===== src/rtl/spike_window_monitor_if.sv =====
// ---------------------------------------------------------------------------
// spike_window_monitor_if
// Bundles the neuron-side inputs, window configuration and the byte readout of
// spike_window_monitor.
//   enable    : run statistics collection while high
//   spike     : neuron spike bit, sampled every cycle
//   u_in      : signed membrane potential (U_WIDTH bits)
//   win_len   : window spans win_len+1 cycles, captured on entry to RUN
//   rd_next   : single-cycle pulse, consumer has taken the current byte
//   out_valid : a report is held and readable
//   out_sel   : index (0..3) of the byte presented on out_byte
//   out_byte  : selected report byte
// master = producer/consumer side (testbench), slave = the monitor itself.
// ---------------------------------------------------------------------------
interface spike_window_monitor_if #(
    parameter int U_WIDTH   = 6,
    parameter int WIN_WIDTH = 8
);
    logic                        enable;
    logic                        spike;
    logic signed [U_WIDTH-1:0]   u_in;
    logic [WIN_WIDTH-1:0]        win_len;
    logic                        rd_next;
    logic                        out_valid;
    logic [1:0]                  out_sel;
    logic [7:0]                  out_byte;

    modport master (
        output enable, spike, u_in, win_len, rd_next,
        input  out_valid, out_sel, out_byte
    );

    modport slave (
        input  enable, spike, u_in, win_len, rd_next,
        output out_valid, out_sel, out_byte
    );
endinterface


===== src/rtl/spike_window_monitor.sv =====
// ---------------------------------------------------------------------------
// spike_window_monitor
// Collects per-window statistics of a LIF neuron (spike count, last
// inter-spike interval, peak membrane potential), snapshots them at the end of
// each window and serves the snapshot as a 4-byte report through a
// pulse-advanced byte readout.
// Ports:
//   clk   : system clock, rising edge
//   reset : asynchronous active-high reset
//   bus   : spike_window_monitor_if.slave (inputs enable/spike/u_in/win_len/
//           rd_next, outputs out_valid/out_sel/out_byte)
// Report bytes: 0 = spike count, 1 = last ISI, 2 = peak (sign-extended),
//               3 = {overrun, window index}.
// ---------------------------------------------------------------------------
module spike_window_monitor #(
    parameter int U_WIDTH   = 6,
    parameter int WIN_WIDTH = 8
) (
    input logic                   clk,
    input logic                   reset,
    spike_window_monitor_if.slave bus
);
    localparam logic signed [U_WIDTH-1:0] PEAK_MIN = {1'b1, {(U_WIDTH-1){1'b0}}};

    typedef enum logic {C_IDLE, C_RUN}   coll_state_t;
    typedef enum logic {R_EMPTY, R_HOLD} rd_state_t;

    function automatic logic [7:0] sat_inc8(input logic [7:0] v, input logic inc);
        if (inc && (v != 8'hFF)) return v + 8'd1;
        return v;
    endfunction

    function automatic logic signed [U_WIDTH-1:0] smax(
        input logic signed [U_WIDTH-1:0] a,
        input logic signed [U_WIDTH-1:0] b
    );
        return (b > a) ? b : a;
    endfunction

    // Collector state
    coll_state_t                 r_cstate;
    coll_state_t                 w_cstate_nxt;
    logic [WIN_WIDTH-1:0]        r_win_len_q;
    logic [WIN_WIDTH-1:0]        r_win_cnt;
    logic [7:0]                  r_spike_cnt;
    logic signed [U_WIDTH-1:0]   r_peak;
    logic [7:0]                  r_last_isi;
    logic [7:0]                  r_isi_dist;
    logic                        r_isi_seen;
    logic [6:0]                  r_win_idx;
    logic                        w_win_end;

    // Holding buffer
    logic [7:0]                  r_hold_cnt;
    logic [7:0]                  r_hold_isi;
    logic signed [U_WIDTH-1:0]   r_hold_peak;
    logic [6:0]                  r_hold_idx;

    // Readout state
    rd_state_t                   r_rstate;
    rd_state_t                   w_rstate_nxt;
    logic [1:0]                  r_sel;
    logic [1:0]                  w_sel_nxt;
    logic                        r_overrun;
    logic                        w_overrun_nxt;

    // Statistics including the current cycle's sample; the window-end cycle
    // is part of its own window, so these are what gets snapshotted.
    logic [7:0]                  w_cnt_acc;
    logic signed [U_WIDTH-1:0]   w_peak_acc;
    logic [7:0]                  w_isi_acc;
    logic [7:0]                  w_dist_nxt;
    logic [7:0]                  w_peak_ext;

    assign w_cnt_acc  = sat_inc8(r_spike_cnt, bus.spike);
    assign w_peak_acc = smax(r_peak, bus.u_in);
    // A spike only closes an interval if an earlier spike exists since RUN entry.
    assign w_isi_acc  = (bus.spike && r_isi_seen) ? r_isi_dist : r_last_isi;
    // r_isi_dist is the interval a spike would close in the current cycle.
    assign w_dist_nxt = bus.spike ? 8'd1 : sat_inc8(r_isi_dist, 1'b1);
    assign w_peak_ext = {{(8-U_WIDTH){r_hold_peak[U_WIDTH-1]}}, r_hold_peak};

    // ---- collector next state ----
    always_comb begin
        w_cstate_nxt = r_cstate;
        w_win_end    = 1'b0;
        case (r_cstate)
            C_IDLE: begin
                if (bus.enable) w_cstate_nxt = C_RUN;
            end
            C_RUN: begin
                if (!bus.enable)                     w_cstate_nxt = C_IDLE;
                else if (r_win_cnt == r_win_len_q)   w_win_end    = 1'b1;
            end
            default: w_cstate_nxt = C_IDLE;
        endcase
    end

    // ---- collector registers and holding buffer ----
    always_ff @(posedge clk or posedge reset) begin
        if (reset) begin
            r_cstate    <= C_IDLE;
            r_win_len_q <= '0;
            r_win_cnt   <= '0;
            r_spike_cnt <= '0;
            r_peak      <= PEAK_MIN;
            r_last_isi  <= '0;
            r_isi_dist  <= '0;
            r_isi_seen  <= 1'b0;
            r_win_idx   <= '0;
            r_hold_cnt  <= '0;
            r_hold_isi  <= '0;
            r_hold_peak <= '0;
            r_hold_idx  <= '0;
        end else begin
            r_cstate <= w_cstate_nxt;
            if (r_cstate == C_IDLE) begin
                r_win_cnt   <= '0;
                r_spike_cnt <= '0;
                r_peak      <= PEAK_MIN;
                r_last_isi  <= '0;
                r_isi_dist  <= '0;
                r_isi_seen  <= 1'b0;
                if (bus.enable) r_win_len_q <= bus.win_len;
            end else if (bus.enable) begin
                // ISI tracker spans window boundaries.
                r_isi_dist <= w_dist_nxt;
                r_isi_seen <= r_isi_seen | bus.spike;
                if (w_win_end) begin
                    r_hold_cnt  <= w_cnt_acc;
                    r_hold_isi  <= w_isi_acc;
                    r_hold_peak <= w_peak_acc;
                    r_hold_idx  <= r_win_idx;
                    r_win_idx   <= r_win_idx + 7'd1;
                    r_win_cnt   <= '0;
                    r_spike_cnt <= '0;
                    r_peak      <= PEAK_MIN;
                    r_last_isi  <= '0;
                end else begin
                    r_win_cnt   <= r_win_cnt + WIN_WIDTH'(1);
                    r_spike_cnt <= w_cnt_acc;
                    r_peak      <= w_peak_acc;
                    r_last_isi  <= w_isi_acc;
                end
            end
        end
    end

    // ---- readout next state ----
    always_comb begin
        w_rstate_nxt  = r_rstate;
        w_sel_nxt     = r_sel;
        w_overrun_nxt = r_overrun;
        if (w_win_end) begin
            // A new snapshot always wins, even against a same-cycle rd_next.
            w_rstate_nxt  = R_HOLD;
            w_sel_nxt     = 2'd0;
            w_overrun_nxt = r_overrun | (r_rstate == R_HOLD);
        end else if (bus.rd_next && (r_rstate == R_HOLD)) begin
            if (r_sel == 2'd3) begin
                w_rstate_nxt  = R_EMPTY;
                w_sel_nxt     = 2'd0;
                w_overrun_nxt = 1'b0;
            end else begin
                w_sel_nxt = r_sel + 2'd1;
            end
        end
    end

    always_ff @(posedge clk or posedge reset) begin
        if (reset) begin
            r_rstate  <= R_EMPTY;
            r_sel     <= 2'd0;
            r_overrun <= 1'b0;
        end else begin
            r_rstate  <= w_rstate_nxt;
            r_sel     <= w_sel_nxt;
            r_overrun <= w_overrun_nxt;
        end
    end

    // ---- byte mux ----
    always_comb begin
        bus.out_byte = 8'h00;
        if (r_rstate == R_HOLD) begin
            case (r_sel)
                2'd0:    bus.out_byte = r_hold_cnt;
                2'd1:    bus.out_byte = r_hold_isi;
                2'd2:    bus.out_byte = w_peak_ext;
                default: bus.out_byte = {r_overrun, r_hold_idx};
            endcase
        end
    end

    assign bus.out_valid = (r_rstate == R_HOLD);
    assign bus.out_sel   = r_sel;
endmodule


===== src/flat_wrapper.sv =====
// flat-port wrapper written by rule: the top's interface ports become plain ports
module spike_window_monitor_flat 
#(
    parameter int U_WIDTH   = 6,
    parameter int WIN_WIDTH = 8
)
  (clk, reset, bus_enable, bus_spike, bus_u_in, bus_win_len, bus_rd_next, bus_out_valid, bus_out_sel, bus_out_byte);
  spike_window_monitor_if #(.U_WIDTH(U_WIDTH), .WIN_WIDTH(WIN_WIDTH)) bus_i ();
  input logic clk;
  input logic reset;
  input wire logic [$bits(bus_i.enable)-1:0] bus_enable;
  input wire logic [$bits(bus_i.spike)-1:0] bus_spike;
  input wire logic [$bits(bus_i.u_in)-1:0] bus_u_in;
  input wire logic [$bits(bus_i.win_len)-1:0] bus_win_len;
  input wire logic [$bits(bus_i.rd_next)-1:0] bus_rd_next;
  output wire logic [$bits(bus_i.out_valid)-1:0] bus_out_valid;
  output wire logic [$bits(bus_i.out_sel)-1:0] bus_out_sel;
  output wire logic [$bits(bus_i.out_byte)-1:0] bus_out_byte;
  assign bus_i.enable = bus_enable;
  assign bus_i.spike = bus_spike;
  assign bus_i.u_in = bus_u_in;
  assign bus_i.win_len = bus_win_len;
  assign bus_i.rd_next = bus_rd_next;
  assign bus_out_valid = bus_i.out_valid;
  assign bus_out_sel = bus_i.out_sel;
  assign bus_out_byte = bus_i.out_byte;
  spike_window_monitor #(.U_WIDTH(U_WIDTH), .WIN_WIDTH(WIN_WIDTH)) u_core (.clk(clk), .reset(reset), .bus(bus_i));
endmodule

===== config.mk =====
export PLATFORM = sky130hd
export DESIGN_NAME = spike_window_monitor_flat
export DESIGN_NICKNAME = d
export VERILOG_FILES = /design/src/rtl/spike_window_monitor_if.sv /design/src/rtl/spike_window_monitor.sv /design/src/flat_wrapper.sv
export SDC_FILE = /design/constraint.sdc
export NUM_CORES = 1
export LEC_CHECK = 0
export CAP_MARGIN = 0
export CORE_MARGIN = 1
export CORE_UTILIZATION = 37
export DETAILED_ROUTE_END_ITERATION = 8
export SYNTH_ARGS = -nofsm -noshare
export SYNTH_HDL_FRONTEND = slang
export SYNTH_SLANG_ARGS = --single-unit

===== constraint.sdc =====
create_clock -name clk -period 4.9 [get_ports clk]
set_clock_uncertainty 0.2 [all_clocks]
set_input_delay 0.98 -clock clk [delete_from_list [all_inputs] [get_ports clk]]
set_output_delay 0.98 -clock clk [all_outputs]
set_load 0.01 [all_outputs]

==> metrics.csv <==
stage;metric;value;unit
sta;Max Clock Freq;289;MHz
global_routing;largest net degree at the start of global routing;51;
power_and_ir_drop;Power Density;328;nW/um^2
clock_tree;cts hold-fix bufs;0;
layout;Nets;531;
global_routing;first-pass GRT wire length;17500;um
global_routing;M1 GR Usage;0.231;
clock_tree;Num CTS Buffers;9;
floorplan;area of the core;12200;um^2
power_and_ir_drop;Pint;1.29;mW
layout;FF/Latch Area;2200;um^2
layout;Antenna diodes;0;
sta;final worst path period share;0.706;
layout;area of the multi-input gates;2290;um^2
critical_path;CP required;3720;ps
drt;Final ANT Viol Nets;0;
synthesis;Mapped Cells;481;
critical_path;Worst setup SP type;flop;
layout;fill cell count;1185;
global_routing;total gr overflow;0;
sta;fin. max-slew vios;0;
synthesis;Warnings, synthesis;0;
sta;Setup Viol. Count Final;0;
power_and_ir_drop;peak supply drop;0.193;mV
synthesis;register bit total from synthesis;88;
clock_tree;Sink Count;88;
drt;Routed WL per cell;15.3;um
critical_path;WP data arrival;2280;ps
clock_tree;Worst-path clk slew;60;ps
clock_tree;CTS tree;done;
status;outcome;complete, no violations;
global_routing;initial antenna violation count;0;
critical_path;FF-to-FF setup slack;2360;ps
drt;drt first-iter violations;312;
clock_tree;H-tree level count;3;
clock_tree;clk buf depth;2;
floorplan;Die Area;13100;um^2
clock_tree;Resized cells post-CTS;0;
global_routing;gr usage total;0.171;
floorplan;# IOs;30;
power_and_ir_drop;Gate power share;0.152;
clock_tree;# Post-CTS Setup Buffers;0;
sta;min cycle time layout;3460;ps
drt;WL final;10300;um
layout;ratio of cells with drive above 1 in the final layout;0.0974;
floorplan;die width;114;um
synthesis;Mapped Nets;514;
drt;DRC;0;
synthesis;Async SR Flop Fraction;1.00;
global_routing;GR Util met2;0.277;
floorplan;Initial Util;0.385;
global_routing;vias in the first global route;3512;
sta;Worst Tran Pin Value;885;ps
power_and_ir_drop;Clock Power Share;0.387;
synthesis;Avg Cell Area, Syn;9.73;um^2
power_and_ir_drop;switching share of power;0.270;
floorplan;Vert. Die Dim;114;um
global_routing;Most Crowded Layer GR;met2;
floorplan;Rows;40;
placement;DP Wirelength;7080;um
global_routing;met3 usage;0.0334;
synthesis;Cell Area, Synth;4680;um^2
layout;Final Non-Filler Cells;671;
clock_tree;clk_lat worst skew;340;ps
critical_path;crit path kind;reg2out;
placement;PortBufs;29;
synthesis;most common flop cell mapped by yosys;dfrtp_1;
placement;GP Congestion;0.835;
sta;Final Hold Viols;0;
power_and_ir_drop;Switch Pwr;478;uW
layout;area delta synth->final;15.3;%
synthesis;Post-synth EDFFs;0;
critical_path;CP endpoint kind;output port;
power_and_ir_drop;static leakage;2.41;nW
synthesis;Seq/Total Area, Yosys;0.471;
synthesis;Yosys cell types;57;
drt;Vias/cell;5.32;
run;max-capacitance violation count;0;
sta;setup TNS;0;ps
sta;RSZ-0062 raised after global routing;false;
critical_path;worst-path maximum fanout;7;
worst_hold_path;worst hold path class;reg2reg;
clock_tree;clock root cell;clkbuf_16;
placement;placed cells;655;
sta;Min Hold Slack;267;ps
power_and_ir_drop;Flop pwr share;0.462;
drt;DR pass1 iterations;6;
power_and_ir_drop;overall power;1.77;mW
drt;vias post-DR;3571;
sta;Worst slew margin;0.410;
-- through the flow --
step                      worst slack (ps)  instance area [um^2]  utilization
after floorplan                       1440                  4680            -
after detailed placement              1460                  5100        0.419
after global placement                1520                  5100        0.419
after CTS                             1430                  5400        0.444
final                                 1440                  5400        0.444
after global routing                  1270                  5400        0.444
-- path summary, 6_finish.rpt --
kind	startpoint	depth (start not counted)	endpoint
max	u_core.bus.out_sel[0]	6	bus_out_byte[3]
min	u_core.r_hold_idx[5]	2	u_core.r_hold_idx[5]
max reg2reg	u_core.r_peak[5]	7	u_core.r_hold_peak[2]
min reg2reg	u_core.r_hold_idx[5]	2	u_core.r_hold_idx[5]
max in group asynchronous	reset	3	u_core.r_isi_dist[0]
min in group asynchronous	reset	2	u_core.r_hold_cnt[4]
-- critical path, stage by stage, from the launching register on --
cell	delay, ps
dfrtp_1	440
inv_1	90
ha_1	300
a222oi_1	410
nand2_1	110
o211a_1	130
clkdlybuf4s50_1	470
-- cells by family after synthesis --
family                   Yosys count  synth area share
flip-flops                        88             0.471
buffers and inverters             44            0.0404
XOR/XNOR                          28            0.0524
adder cells (fa/ha/maj)           14            0.0374
AO/OA/AOI/OAI                     90             0.142
multiplexers                      25            0.0556
AND/OR/NAND/NOR                  192             0.201
-- final cells by class --
| type | count | area share |
|---|---|---|
| tap | 168 | 0.0389 |
| multi-input combinational | 349 | 0.424 |
| clock inverter | 5 | 0.0104 |
| timing repair buffer | 36 | 0.0635 |
| inverter | 14 | 0.00997 |
| clock buffer | 11 | 0.0450 |
| sequential | 88 | 0.408 |
-- flip-flops by register name, indices dropped and copies added, names as in the netlist, 2 cells and up --
signal	cells
u_core.r_win_len_q	8
u_core.r_peak	6
u_core.r_hold_isi	8
u_core.r_hold_cnt	8
u_core.bus.out_sel	2
u_core.r_hold_idx	7
u_core.r_win_cnt	8
u_core.r_last_isi	8
u_core.r_win_idx	7
u_core.r_isi_dist	8
u_core.r_hold_peak	6
u_core.r_spike_cnt	8
-- synth_stat cells, types with 2 or more instances --
library cell / count / area (um^2)
mux2_2: 8 / 90.1
dfrtp_1: 87 / 2180
xnor2_1: 10 / 87.6
mux2i_1: 17 / 170
nand3_1: 28 / 140
o21ai_0: 30 / 150
o31ai_1: 2 / 15.0
nand4_1: 11 / 68.8
a31o_2: 2 / 17.5
buf_2: 4 / 20.0
nor2b_1: 3 / 18.8
xor2_1: 18 / 158
buf_4: 3 / 22.5
nor2_1: 34 / 128
and3_1: 9 / 56.3
and4_1: 2 / 17.5
clkbuf_1: 21 / 78.8
o211ai_1: 2 / 15.0
inv_1: 14 / 52.6
nand2_1: 68 / 255
a222oi_1: 6 / 60.1
nand3b_1: 11 / 82.6
o311ai_0: 2 / 17.5
a21oi_1: 14 / 70.1
and2_1: 2 / 12.5
nor4_1: 10 / 62.6
nor3_1: 6 / 30.0
a22oi_1: 2 / 15.0
o211a_1: 6 / 60.1
a21oi_2: 6 / 52.6
ha_1: 14 / 175
o32ai_1: 4 / 35.0
-- per-layer routing --
metal / routed length, um / vias to the layer above
met5: 0 / -
met4: 119 / 0
met3: 361 / 10
met2: 4860 / 81
met1: 4960 / 1727
li1: - / 1753
-- cells in the final DEF, fill, tap and decap left out, drive strengths merged, types with 4 or more instances in the layout --
| cell type | n |
|---|---|
| nand4 | 11 |
| clkbuf | 11 |
| clkinv | 4 |
| nor4 | 11 |
| and3 | 9 |
| dfrtp | 87 |
| buf | 7 |
| xnor2 | 10 |
| mux2 | 8 |
| nor2 | 35 |
| nand3b | 11 |
| mux2i | 17 |
| nor3 | 6 |
| a222oi | 6 |
| inv | 13 |
| o211a | 6 |
| o21ai | 31 |
| nand2 | 69 |
| o32ai | 4 |
| a21oi | 20 |
| nand3 | 28 |
| xor2 | 18 |
| ha | 14 |
| clkdlybuf4s50 | 29 |
-- power by group through the flow --
stage | registers [mW] | logic, mW | clock network, mW
floorplan | 0.816 | 0.192 | 0
global placement | 0.830 | 0.262 | 0
detailed placement | 0.831 | 0.269 | 0
CTS | 0.818 | 0.272 | 0.706
global route | 0.824 | 0.306 | 0.729
finish | 0.817 | 0.269 | 0.685
Note: power is estimated with default switching activity, not from simulation.
